`src/rtl/btn_event_gen.sv`:
```
// btn_event_gen: turns a debounced button level into press/release/long/repeat strobes,
// a held level and a wrap-around press counter; every output is a flop.
module btn_event_gen #(
    parameter int unsigned LONG_CYCLES   = 50_000_000,
    parameter int unsigned REPEAT_CYCLES = 10_000_000,
    parameter int unsigned CNT_W         = 32
) (
    input  logic       clk,
    input  logic       rst,
    input  logic       btn_in,
    output logic       press_pulse,
    output logic       release_pulse,
    output logic       long_pulse,
    output logic       repeat_pulse,
    output logic       held,
    output logic [7:0] press_count
);
    typedef enum logic [1:0] {IDLE, PRESSED, HELD} state_t;
    localparam logic [CNT_W-1:0] LONG_LAST = CNT_W'(LONG_CYCLES - 1);
    localparam logic [CNT_W-1:0] REP_LAST  = CNT_W'(REPEAT_CYCLES == 0 ? 0 : REPEAT_CYCLES - 1);
    state_t           state, state_n;
    logic [CNT_W-1:0] timer, timer_n;
    logic [7:0]       count_n;
    logic             btn_q, btn_d, rise, fall;
    logic             press_n, release_n, long_n, repeat_n;
    // btn_q is the sample, btn_d its previous value: two edges from input to strobe
    assign rise = btn_q & ~btn_d;
    assign fall = ~btn_q & btn_d;
    always_comb begin
        state_n   = state;
        timer_n   = timer;
        count_n   = press_count;
        press_n   = 1'b0;
        release_n = 1'b0;
        long_n    = 1'b0;
        repeat_n  = 1'b0;
        if (state == IDLE) begin
            if (rise) begin
                state_n = PRESSED;
                timer_n = '0;
                press_n = 1'b1;
                count_n = press_count + 8'd1;
            end
        end else if (fall) begin
            state_n   = IDLE;
            timer_n   = '0;
            release_n = 1'b1;
        end else if (state == PRESSED) begin
            if (timer == LONG_LAST) begin
                state_n = HELD;
                timer_n = '0;
                long_n  = 1'b1;
            end else begin
                timer_n = timer + CNT_W'(1);
            end
        end else if (REPEAT_CYCLES != 0) begin
            repeat_n = timer == REP_LAST;
            timer_n  = repeat_n ? '0 : timer + CNT_W'(1);
        end
    end
    always_ff @(posedge clk) begin
        if (rst) begin
            state         <= IDLE;
            timer         <= '0;
            btn_q         <= 1'b0;
            btn_d         <= 1'b0;
            press_count   <= '0;
            press_pulse   <= 1'b0;
            release_pulse <= 1'b0;
            long_pulse    <= 1'b0;
            repeat_pulse  <= 1'b0;
            held          <= 1'b0;
        end else begin
            state         <= state_n;
            timer         <= timer_n;
            btn_q         <= btn_in;
            btn_d         <= btn_q;
            press_count   <= count_n;
            press_pulse   <= press_n;
            release_pulse <= release_n;
            long_pulse    <= long_n;
            repeat_pulse  <= repeat_n;
            held          <= state_n != IDLE;
        end
    end
endmodule

```
`config.mk`:
```
export PLATFORM = sky130hd
export DESIGN_NAME = btn_event_gen
export DESIGN_NICKNAME = d
export VERILOG_FILES = /design/src/rtl/btn_event_gen.sv
export SDC_FILE = /design/constraint.sdc
export NUM_CORES = 1
export LEC_CHECK = 0
export ABC_AREA = 1
export BUFFER_PORTS_ARGS = -buffer_cell sky130_fd_sc_hd__buf_2
export CAP_MARGIN = 20
export CORE_UTILIZATION = 30
export CTS_BUF_LIST = sky130_fd_sc_hd__clkbuf_16
export CTS_CLUSTER_SIZE = 10
export DETAILED_ROUTE_END_ITERATION = 8
export MAX_ROUTING_LAYER = met4
export PLACE_DENSITY = 0.41
export SLEW_MARGIN = 20
export SYNTH_ARGS = -nofsm -noshare
export SYNTH_HDL_FRONTEND = slang
export SYNTH_SLANG_ARGS = --single-unit
export TNS_END_PERCENT = 50
```
`constraint.sdc`:
```
create_clock -name clk -period 4.1 [get_ports clk]
set_input_delay 0.615 -clock clk [delete_from_list [all_inputs] [get_ports clk]]
set_output_delay 0.615 -clock clk [all_outputs]
set_load 0.05 [all_outputs]
```
### Word level (Yosys, flattened, before mapping)

Cells that the tools add are included.

| storage, ports and cells | value |
|---|---|
| flip-flop bits (word level) | 49 |
| bits in latches | 0 |
| RAM bits | 0 |
| memory bits (read-only) | 0 |
| input bits | 3 |
| output and inout bits | 13 |
| word-level logic and storage cells | 43 |
| memories kept | 0 |

| operators by class | value |
|---|---|
| add/sub/neg operators | 2 |
| multiply operators | 0 |
| divide/modulo/power cells | 0 |
| magnitude comparators | 0 |
| eq/ne operators | 4 |
| shift-type cells | 0 |
| multiplexer cells | 14 |
| bitwise logic cells | 6 |
| reduce and logical (&&, ||, !) cells | 7 |

Operators with widths:

| cell | number |
|---|---|
| 32-bit 2-to-1 mux | 6 |
| 32-bit by 1-bit adder with 32-bit output (second input constant) | 1 |
| 32-bit by 24-bit equality test with 1-bit output (second input constant) | 1 |
| 32-bit by 26-bit equality test with 1-bit output (second input constant) | 1 |
| 2-bit 2-to-1 mux | 5 |
| 8-bit by 1-bit adder with 8-bit output (second input constant) | 1 |
| 4-bit OR reduction | 2 |
| 1-bit NOT | 4 |
| 2-bit OR reduction | 2 |
| 1-bit 2-to-1 mux | 3 |
| 1-bit AND | 2 |
| 2-bit by 1-bit equality test with 1-bit output (second input constant) | 1 |
| 2-bit logical NOT | 1 |
| 2-bit inequality test (second input constant) | 1 |
| 2-bit AND reduction | 1 |
| 2-bit nonzero test | 1 |

### Depth between registers and ports, before layout

| depth | value |
|---|---|
| word-level depth | 6 |
| depth in mapped cells | 11 |
| depth with buffers taken out | 11 |

### Worst setup path before layout

Ideal clock, no wire load.

| timing path | value |
|---|---|
| kind | flip-flop to flip-flop |
| start | register press_count[0] |
| end | register press_count[6] |
| setup time | 0.070 ns |
| data arrival time | 1.504 ns |
| required time | 4.030 ns |
| path slack | 2.526 ns |
| stages on the path, launching flop included | 8 |
| buffers on the path | 0 |
| cell sequence | dfxtp_1 ha_1 nand3_2 nor2_2 nand2_1 nor2_2 o21ai_0 a21oi_1 |

| between the ends | value |
|---|---|
| longest elaborated chain between the ends | 1 |

Ends and longest elaborated chain:

| item | RTL line | RTL |
|---|---|---|
| start: declaration | 16 | `output logic [7:0] press_count` |
| start signal: assignment | 78 | `press_count <= count_n;` |
| 8-bit by 1-bit adder with 8-bit output | 42 | `count_n = press_count + 8'd1;` |

No other way between the ends.
A chain may end at the register's enable or synchronous reset.

### Final worst setup path

| timing path | value |
|---|---|
| start | register state[1] |
| end | register timer[5] |

| between the ends | value |
|---|---|
| longest elaborated chain between the ends | 4 |
| elaborated cells on any way between the ends | 6 |
| those cells by class | eq/ne: 2; mux: 3; reduce/logical: 1 |

Ends and longest elaborated chain:

| item | RTL line | RTL |
|---|---|---|
| start: declaration | 21 | `state_t state, state_n;` |
| start signal: assignment | 74 | `state <= state_n;` |
| 2-bit by 1-bit equality test with 1-bit output | 48 | `end else if (state == PRESSED) begin` |
| 32-bit 2-to-1 mux | 48 |  |
| 32-bit 2-to-1 mux | 44 | `end else if (fall) begin` |
| 32-bit 2-to-1 mux | 37 | `if (state == IDLE) begin` |
| end signal: assignment | 75 | `timer <= timer_n;` |
| end: declaration | 22 | `logic [CNT_W-1:0] timer, timer_n;` |

Parallel ways exist; a longest one is shown, timed or not.

==> metrics.md <==
| Metric | Value |
|---|---|
| Status | finished clean |
| Yosys reg bits | 49 |
| Largest net degree at the start of global routing | 27 |
| Vias | 2774 |
| Post-synth top flop | dfxtp_1 |
| Crit-path max cell delay | 600 ps |
| Post-CTS Resized | 0 |
| Crit path kind | reg2reg |
| Syn nets | 462 |
| Total die area | 10100 µm² |
| Clock root buffer | clkbuf_16 |
| CP Depth | 7 |
| Yosys warnings | 0 |
| CTS buffer count | 5 |
| Synth cell types | 31 |
| Fin crit period | 2070 ps |
| Worst Hold Depth | 2 |
| Top cells by area, synth | dfxtp_1, nand2_1, nor2_1 |
| Core area | a little over 9000 µm² |
| DR vias/cell | 4.62 |
| First-pass GRT wire length | 13.7 mm |
| Worst Skew | 7.35 ps |
| CP startpoint | state[1]$_SDFF_PP0_ |
| Clock latency on the worst-skew pair | 290 ps |
| Final WL | 8.09 mm |
| Hold Crit Start | btn_q$_SDFF_PP0_ |
| Worst-case clock buffer depth | 2 |
| Layout cells sized above 1 | 10.2% |
| Gp weighted congestion | 0.794 |
| CTS tree | built |
| Post-synth ARST share | 0% |
| Setup bufs post-CTS | 0 |
| Initial core utilization | between 30% and 40% |
| Post-CTS Hold Fix Bufs | 0 |
| Final hold slack | approximately 450 ps |
| Share of the synthesized area in the top cell type | 33.7% |
| # DRC | 0 |
| FF-to-FF Start | state[1]$_SDFF_PP0_ |
| Syn Area/Cell | 6.37 µm² |
| Die Span X | 101 µm |
| Synthesis-to-layout area growth | 11.2% |
| IO buf count | 15 |
| Post-synth top cells | nand2_1, nor2_1, inv_1, dfxtp_1, nand3_1 |
| Die Ht | 101 µm |
| GR Util All Layers | 18.2% |
| Final ANT Viol Nets | 0 |
| Critical path's most frequent cell | nand2_2 |
| Crit path cell chain | inv_2, nand2_2, nor2_4, inv_1, nand2_1, nand2_2, nor2_1 |
| Mapped Area | 2910 µm² |
| H-tree Lvls | 2 |
| Grt ovf | 0 |
| RSZ-0062 raised after global routing | no |
| Area leader, netlist | dfxtp_1 |
| Final setup TNS | 0 ps |
| Max Cap Viol | 0 |
| Maximum vdd drop | 0.155 mV |
| Post-synth EDFFs | 0 |
| Max Transition Viols Final | 0 |
| WP data required | roughly 4300 ps |
| Antenna cells | 0 |
| Final Cycle Share | 50.6% |
| # setup viols final | 0 |
| Initial DRC Count | 129 |
| Nets@finish | 475 |
| Maximum fanout along the worst path | 24 |
| Final Hold Vio Count | 0 |
| Slew Limit Headroom | 56.2% |
| Top delay family on crit path | simple AND/OR/NAND/NOR gates |
| Slowest CP cell | nor2_4 |
| Min-Delay Path Class | reg2reg |
| Peak Freq | about 0.48 GHz |
| Wire length per cell | approximately 13 µm |
| CTS clk-pin slew, worst paths | 70 ps |
| Buf+Inv Stages, Crit Path | 2 |
| Design Power | between 0.9 and 1 mW |
| Vias in the first global route | 2649 |
| Crit path DAT | approximately 2300 ps |
| Actual slew at the worst max-slew pin | 656 ps |
| Drt pass-1 iters | 4 |
| Cells after synthesis | about 460 |
| Std cell rows | 35 |
| Sink Count | between 40 and 50 |
| PD cells | 302 nW/µm² |
| Sequential fraction of the synthesis area | 33.7% |
| Io pins | 16 |
| Most frequent cell after synthesis | nand2_1 |
| Worst Setup Start Kind | flip-flop |
| CP Capture Type | flip-flop |
| Reg2reg path depth | 7 |
| LEAKAGE | 1.22 nW |
| Post-DP HPWL | 6.11 mm |
| Antenna violations before repair | 0 |
==> cells in the final DEF (no fill, tap or decap), types with 2 or more instances in the layout <==
cell,count
clkbuf_16,5
xnor2_1,5
nor2_2,8
nor2_1,84
nor2_4,5
dfxtp_1,49
inv_1,56
a21oi_1,21
ha_1,2
nand2_1,120
nor3_1,3
nand4_1,21
xor2_1,8
buf_2,15
nand3b_1,5
a21o_1,2
nand3_1,36
nand2_2,6
o21ai_0,7
==> area by class of cell <==
type | instances | area (µm²)
multi-input cells | 342 | 1660
flip-flops and latches | 49 | 981
clock buffers | 5 | 125
repair buffers | 15 | 75.1
clock inverters | 3 | 21.3
inverters | 57 | 214
fillers | 1074 | 6090
well taps | 129 | 161
==> power by group <==
| part | leakage (nW) | switching [mW] | total, mW | internal, mW |
|---|---|---|---|---|
| logic | 0.757 | 0.0557 | 0.0701 | 0.0143 |
| registers | 0.396 | 0.00399 | 0.485 | 0.481 |
| clock network | 0.0718 | 0.196 | 0.424 | 0.228 |
| total | 1.22 | 0.256 | 0.979 | 0.724 |
==> per-layer routing <==
metal  global-route usage (%)  share of wire (%)  vias up
li1                         -                  -     1470
met1                     26.1                 51     1244
met2                     27.2                 43       51
met3                     2.50                4.8        9
met4                     4.01               0.91        0
met5                        -                  0        -
==> worst paths after layout <==
kind	end	slack, ps
max reg2reg	timer[5]$_SDFFE_PP0P_	2030
max	timer[5]$_SDFFE_PP0P_	2030
min	btn_d$_SDFF_PP0_	450
min reg2reg	btn_d$_SDFF_PP0_	450
==> flip-flops by register name, indices dropped and copies added (netlist names) <==
register	flops
btn_q	1
state	2
long_pulse	1
repeat_pulse	1
held	1
release_pulse	1
press_pulse	1
press_count	8
timer	32
btn_d	1
==> tightest hold or removal path: cells and delay by family (launching register included) <==
kind	cells	cell delay (ps)
flip-flops	1	330
AND/OR/NAND/NOR	1	30
buffers and inverters	1	50
==> kinds of logic (layout without fill, tap and decap cells) <==
logic type / Yosys count / after routing / synth area share (%)
fa+ha+maj: 2 / 2 / 0.859
compound gates: 33 / 33 / 6.10
flops: 49 / 49 / 33.7
simple gates: 294 / 294 / 46.2
xor+xnor: 13 / 13 / 3.91
buf+inv: 66 / 80 / 9.28
==> through the flow <==
stage,utilization [%],instance area [µm²],setup WS [ps],cells
finish,34.7,3240,2030,600
detailed placement,33.2,3090,2010,592
global placement,33.2,3090,2080,592
floorplan,-,2910,2530,457
global route,34.7,3240,1790,600
CTS,34.7,3240,1980,600
No activity file was read; power rests on OpenSTA's default activity.
